File: src/rtl/snoop_bus_pkg.sv
// Shared definitions for the snooping bus arbiter: bus command codes,
// arbiter state encoding and default bus dimensions.
package snoop_bus_pkg;

  localparam int N_PROC_DEF = 3;
  localparam int ADDR_W_DEF = 5;
  localparam int DATA_W_DEF = 8;

  localparam logic [1:0] BUS_RD   = 2'd1;
  localparam logic [1:0] BUS_RDX  = 2'd2;
  localparam logic [1:0] BUS_UPGR = 2'd3;

  typedef enum logic [2:0] {
    ST_IDLE  = 3'd0,
    ST_SNOOP = 3'd1,
    ST_WB    = 3'd2,
    ST_MEM   = 3'd3,
    ST_DONE  = 3'd4
  } arb_state_t;

endpackage

File: src/rtl/snoop_bus_arbiter_rr_arbiter.sv
// Combinational round-robin pick: the first requester found scanning
// upward from prio (wrapping) wins; outputs one-hot grant and its index.
module rr_arbiter #(
  parameter int N = 3
) (
  input  logic [N-1:0] req,
  input  logic [1:0]   prio,
  output logic [N-1:0] gnt,
  output logic [1:0]   idx
);

  logic found;
  int   k;

  always_comb begin
    gnt   = '0;
    idx   = '0;
    found = 1'b0;
    k     = 0;
    for (int i = 0; i < N; i++) begin
      k = (int'(prio) + i) % N;
      if (!found && req[k]) begin
        found  = 1'b1;
        gnt[k] = 1'b1;
        idx    = 2'(k);
      end
    end
  end

endmodule

File: src/rtl/snoop_bus_arbiter.sv
// Snooping bus arbiter / transaction sequencer (IDLE-SNOOP-WB/MEM-DONE).
// Optional statistics counters are enabled by SNOOP_BUS_ARB_STATS_EN.
module snoop_bus_arbiter
  import snoop_bus_pkg::*;
#(
  parameter int N_PROC = N_PROC_DEF,
  parameter int ADDR_W = ADDR_W_DEF,
  parameter int DATA_W = DATA_W_DEF
) (
  input  logic                     clock,
  input  logic                     reset_n,
  input  logic [N_PROC-1:0]        req,
  input  logic [2*N_PROC-1:0]      req_cmd,
  input  logic [ADDR_W*N_PROC-1:0] req_addr,
  output logic [N_PROC-1:0]        gnt,
  output logic                     bus_valid,
  output logic [1:0]               bus_cmd,
  output logic [ADDR_W-1:0]        bus_addr,
  output logic [1:0]               bus_src,
  input  logic [N_PROC-1:0]        snoop_hit,
  input  logic [N_PROC-1:0]        snoop_dirty,
  input  logic [DATA_W*N_PROC-1:0] wb_data,
  output logic                     mem_rd,
  output logic                     mem_wr,
  output logic [ADDR_W-1:0]        mem_addr,
  output logic [DATA_W-1:0]        mem_wdata,
  input  logic [DATA_W-1:0]        mem_rdata,
  output logic [N_PROC-1:0]        done,
  output logic [DATA_W-1:0]        fill_data,
  output logic                     fill_shared,
`ifdef SNOOP_BUS_ARB_STATS_EN
  output logic [15:0]              txn_count,
  output logic [15:0]              wb_count,
`endif
  output logic [2:0]               dbg_state
);

  arb_state_t          state;
  logic [1:0]          prio;
  logic [N_PROC-1:0]   pick_gnt;
  logic [1:0]          pick_idx;
  logic                shared_q;
  logic                from_mem_q;
  logic [DATA_W-1:0]   fill_q;
  logic [N_PROC-1:0]   other_hit;
  logic [N_PROC-1:0]   other_dirty;
  logic [1:0]          owner;
  logic [DATA_W-1:0]   wb_sel;

  rr_arbiter #(.N(N_PROC)) u_rr (
    .req  (req),
    .prio (prio),
    .gnt  (pick_gnt),
    .idx  (pick_idx)
  );

  // gnt holds the winner's one-hot from SNOOP on, so it masks the winner out.
  assign other_hit   = snoop_hit & ~gnt;
  assign other_dirty = snoop_dirty & ~gnt;

  always_comb begin
    owner = '0;
    for (int i = N_PROC - 1; i >= 0; i--) begin
      if (other_dirty[i]) owner = 2'(i);
    end
  end

  assign wb_sel    = wb_data[DATA_W*owner +: DATA_W];
  assign mem_addr  = bus_addr;
  assign dbg_state = state;
  // Memory read data arrives in the DONE cycle itself, so it is forwarded.
  assign fill_data = from_mem_q ? mem_rdata : fill_q;

  always_ff @(posedge clock or negedge reset_n) begin
    if (!reset_n) begin
      state       <= ST_IDLE;
      prio        <= '0;
      gnt         <= '0;
      bus_valid   <= 1'b0;
      bus_cmd     <= '0;
      bus_addr    <= '0;
      bus_src     <= '0;
      mem_rd      <= 1'b0;
      mem_wr      <= 1'b0;
      mem_wdata   <= '0;
      done        <= '0;
      fill_shared <= 1'b0;
      shared_q    <= 1'b0;
      from_mem_q  <= 1'b0;
      fill_q      <= '0;
    end else begin
      case (state)
        ST_IDLE: begin
          if (|req) begin
            state     <= ST_SNOOP;
            gnt       <= pick_gnt;
            bus_src   <= pick_idx;
            bus_cmd   <= req_cmd[2*pick_idx +: 2];
            bus_addr  <= req_addr[ADDR_W*pick_idx +: ADDR_W];
            bus_valid <= 1'b1;
          end
        end
        ST_SNOOP: begin
          bus_valid <= 1'b0;
          shared_q  <= |other_hit;
          if (|other_dirty) begin
            state     <= ST_WB;
            mem_wr    <= 1'b1;
            mem_wdata <= wb_sel;
            fill_q    <= wb_sel;
          end else if (bus_cmd == BUS_UPGR) begin
            state       <= ST_DONE;
            done        <= gnt;
            fill_shared <= |other_hit;
            fill_q      <= '0;
            from_mem_q  <= 1'b0;
          end else begin
            state  <= ST_MEM;
            mem_rd <= 1'b1;
          end
        end
        ST_WB: begin
          state       <= ST_DONE;
          mem_wr      <= 1'b0;
          done        <= gnt;
          fill_shared <= shared_q;
          from_mem_q  <= 1'b0;
        end
        ST_MEM: begin
          state       <= ST_DONE;
          mem_rd      <= 1'b0;
          done        <= gnt;
          fill_shared <= shared_q;
          from_mem_q  <= 1'b1;
        end
        ST_DONE: begin
          state       <= ST_IDLE;
          done        <= '0;
          gnt         <= '0;
          fill_shared <= 1'b0;
          from_mem_q  <= 1'b0;
          prio        <= (bus_src == 2'(N_PROC - 1)) ? 2'd0 : bus_src + 2'd1;
        end
        default: state <= ST_IDLE;
      endcase
    end
  end

`ifdef SNOOP_BUS_ARB_STATS_EN
  always_ff @(posedge clock or negedge reset_n) begin
    if (!reset_n) begin
      txn_count <= '0;
      wb_count  <= '0;
    end else begin
      if (state == ST_DONE && txn_count != 16'hFFFF) txn_count <= txn_count + 16'd1;
      if (state == ST_WB && wb_count != 16'hFFFF) wb_count <= wb_count + 16'd1;
    end
  end
`endif

endmodule

File: config.mk
export PLATFORM = sky130hd
export DESIGN_NAME = snoop_bus_arbiter
export DESIGN_NICKNAME = d
export VERILOG_FILES = /design/src/rtl/snoop_bus_pkg.sv /design/src/rtl/snoop_bus_arbiter_rr_arbiter.sv /design/src/rtl/snoop_bus_arbiter.sv
export SDC_FILE = /design/constraint.sdc
export NUM_CORES = 1
export LEC_CHECK = 0
export BUFFER_PORTS_ARGS = -buffer_cell sky130_fd_sc_hd__buf_2
export CAP_MARGIN = 20
export CELL_PAD_IN_SITES_DETAIL_PLACEMENT = 0
export CELL_PAD_IN_SITES_GLOBAL_PLACEMENT = 2
export CORE_UTILIZATION = 29
export CTS_CLUSTER_DIAMETER = 100
export DETAILED_ROUTE_END_ITERATION = 12
export PLACE_DENSITY_LB_ADDON = 0.1
export SETUP_SLACK_MARGIN = 0.3
export SLEW_MARGIN = 20
export SYNTH_ARGS = -nofsm -noshare
export SYNTH_HDL_FRONTEND = slang
export SYNTH_SLANG_ARGS = --single-unit
File: constraint.sdc
create_clock -name clock -period 5.5 [get_ports clock]
set_input_delay 0.55 -clock clock [delete_from_list [all_inputs] [get_ports clock]]
set_output_delay 0.55 -clock clock [all_outputs]
set_load 0.02 [all_outputs]
==> out/metrics.cfg <==
[routing]
drc = 0
dr.pass1.iters = 4
vias = 2330
drt.antenna.violating_nets = 0
drt-total-wl_mm = 6.92
routedWlPerCell_um = 14.6
drt-initial-drc-count = 76
routed_via_density = 4.92

[yosys]
synth_cell_types = 46
synth_top_area_cell = dfrtp_1
syn_area_um2 = 2510
synth.net_count = 346
yosysWarnings = 0
synth_edf_count = 0
synth.top_cell.area_share_pct = 41.9
synthTopCellsByArea = dfrtp_1 (42%), nand2_1 (7.2%), mux2i_1 (6.4%), mux2_2 (4.5%), nor2_1 (3.1%)
yosysSeqAreaShare_pct = 41.9
synth-main-ff-cell = dfrtp_1
async_flop_share_pct = 100
ys_ff_latch = 42
synth_cells = 278
avgSynthCellArea_um2 = 9.01

[grt]
grt_first_pass_wirelength_mm = 10.9
grt_pass1_vias = 2202
grt_max_degree = 43
grt_antenna_before_repair = 0
grt_usage_pct = 15.7
grt-ovfl-total = 0

[setup_path]
crit_chain = inv_1 > ha_1 > inv_1 > a21oi_1 > o211ai_1 > or2_1 > o22ai_1
startpoint = prio[0]$_DFFE_PN0P_
cp_common_cell = inv_1
cp_slowest_cell = o211ai_1
start_kind = register
path_class = reg2reg
reg2reg_from = prio[0]$_DFFE_PN0P_
cp-end-kind = register
critPathMaxFanout = 9
cp.required_ns = 5.68
arrival_ns = 2.47
cp_slowest_stage_delay_ns = 0.53

[sta]
slew_headroom_pct = 35.8
fmax_mhz = 438
fin_crit_sh_pct = 41.5
grt_setup_unrepaired = no
maxSlewViolCount = 0
period_minus_slack_ns = 2.28
setup_violations = 0
tightest_slew_ns = 0.960
setup_tns_ns = 0
skew_ns = 0.0138
finalHoldViolCount = 0

[power]
ir_drop_uv = 180
power_leakage_uw = 0.00159
p_per_area_nw_per_um2 = 625

[layout]
synthToLayoutAreaGrowth_pct = 27.0
stdcell_count = 474
final_common_cell = buf_2
fillCellCount = 845
final_cell_mix = buf_2 (105), nand2_1 (48), dfrtp_1 (42)
antenna_cells = 0
drive_above_1_share_pct = 34.4
nets = 436

[cts]
cts-htree-levels = 2
cts_buffers = 5
cts_root_buffer = clkbuf_8
cts_hold_buf = 0
cts_resized = 0
cts_tree = built
cts_setup_buffers = 0
clock_latency_ns = 0.30
clkTransAtPathRegs_ns = 0.10
clock_path_buffers = 2
cts_sinks = 42

[placement]
io_buffer_count = 106
dpl.cell_count = 466
place_congestion = 0.796
dp_hpwl_mm = 5.18

[run_status]
status = finished, final reports clean

[floorplanning]
start_util_pct = 30.2
core_um2 = 8300
io_pins = 107
die_h_um = 95.0
fp.dieW_um = 95.0
core.rowCount = 33
dieArea_um2 = 9020

[flow_run]
maxCapViolCount = 0

[worst_hold_path]
hp-class = in2async

[per-stage QoR]
stage          hold slack, ns  util (%)  total power, uW  cell area, um^2  setup WS (ns)
4_1_cts                 0.441      38.2             2010             3170           3.23
2_1_floorplan           0.254         -             1410             2510           3.51
3_3_place_gp            0.454      36.6             1700             3030           3.20
6_report                0.221      38.4             1990             3180           3.22
3_5_place_dp            0.460      36.6             1700             3030           3.16
5_1_grt                 0.275      38.4             2170             3180           3.00
[cell families (layout without fill, tap and decap cells)]
family	Yosys count	count (layout)	synth area share, %
buffers and inverters	32	123	6.94
AO/OA/AOI/OAI	67	67	18.0
multiplexers	26	26	10.9
AND/OR/NAND/NOR	107	107	20.3
flip-flops	42	42	41.9
adder cells (fa/ha/maj)	4	4	2.00
[flip-flops by register name, indices dropped and copies added (netlist names)]
| signal | cells |
|---|---|
| bus_addr | 5 |
| bus_cmd | 2 |
| bus_src | 2 |
| bus_valid | 1 |
| dbg_state | 3 |
| done | 3 |
| fill_q | 8 |
| fill_shared | 1 |
| from_mem_q | 1 |
| gnt | 3 |
| mem_rd | 1 |
| mem_wdata | 8 |
| mem_wr | 1 |
| prio | 2 |
| shared_q | 1 |
[critical path: cells and delay by family, from the launching register on]
| kind | cells | cell delay [ns] |
|---|---|---|
| AOI/OAI and AO/OA | 3 | 0.76 |
| buffers and inverters | 2 | 0.24 |
| and+or+nand+nor | 1 | 0.36 |
| DFF | 1 | 0.40 |
| adders and majority gates | 1 | 0.41 |
[cell type report]
cell class	count	area, um^2	share of cell area (%)
Tap cell	105	131	4.13
Sequential cell	42	1050	33.0
Inverter	9	33.8	1.06
Clock inverter	3	68.8	2.16
Multi-Input combinational cell	204	1300	40.7
Clock buffer	5	68.8	2.16
Timing Repair Buffer	106	533	16.7
[power breakdown]
group	switching (uW)	leakage [uW]	internal [uW]
combinational	673	0.00101	420
sequential	141	0.000512	458
clock	116	0.0000683	182
[routing by layer]
layer | track usage [%] | wire length [um] | vias up
met3 | 2.74 | 330 | 6
met5 | 0 | 0 | -
li1 | - | - | 1162
met2 | 24.9 | 3190 | 71
met1 | 22.0 | 3320 | 1091
met4 | 4.17 | 73 | 0
[synthesized netlist by cell type, types with 2 or more instances]
| library cell | instances |
|---|---|
| dfrtp_1 | 42 |
| clkbuf_1 | 6 |
| nand3b_1 | 3 |
| o22ai_1 | 7 |
| o21a_1 | 2 |
| nor4bb_1 | 2 |
| inv_1 | 9 |
| buf_6 | 2 |
| nand3_1 | 6 |
| nand2_1 | 48 |
| a2bb2oi_1 | 2 |
| a21oi_1 | 15 |
| ha_1 | 4 |
| o21ai_0 | 15 |
| mux2_2 | 10 |
| o211ai_1 | 2 |
| a2111oi_0 | 2 |
| buf_2 | 6 |
| nor4_1 | 2 |
| mux2i_1 | 16 |
| nand4_1 | 2 |
| a211o_1 | 8 |
| nor2_1 | 21 |
| nand2b_1 | 8 |
| nor2b_1 | 5 |
| a31oi_1 | 6 |
| buf_4 | 8 |
[path summary, 6_finish.rpt]
kind	endpoint	slack, ns	cells after the start
max	bus_addr[4]$_DFFE_PN0P_	3.22	7
min	done[0]$_DFFE_PN0P_	0.22	1
max reg2reg	bus_addr[4]$_DFFE_PN0P_	3.22	7
min reg2reg	fill_q[0]$_DFFE_PN0P_	0.48	2
max in group asynchronous	bus_src[0]$_DFFE_PN0P_	4.88	1
min in group clock	fill_q[0]$_DFFE_PN0P_	0.48	2
Note: power is estimated with default switching activity, not from simulation.
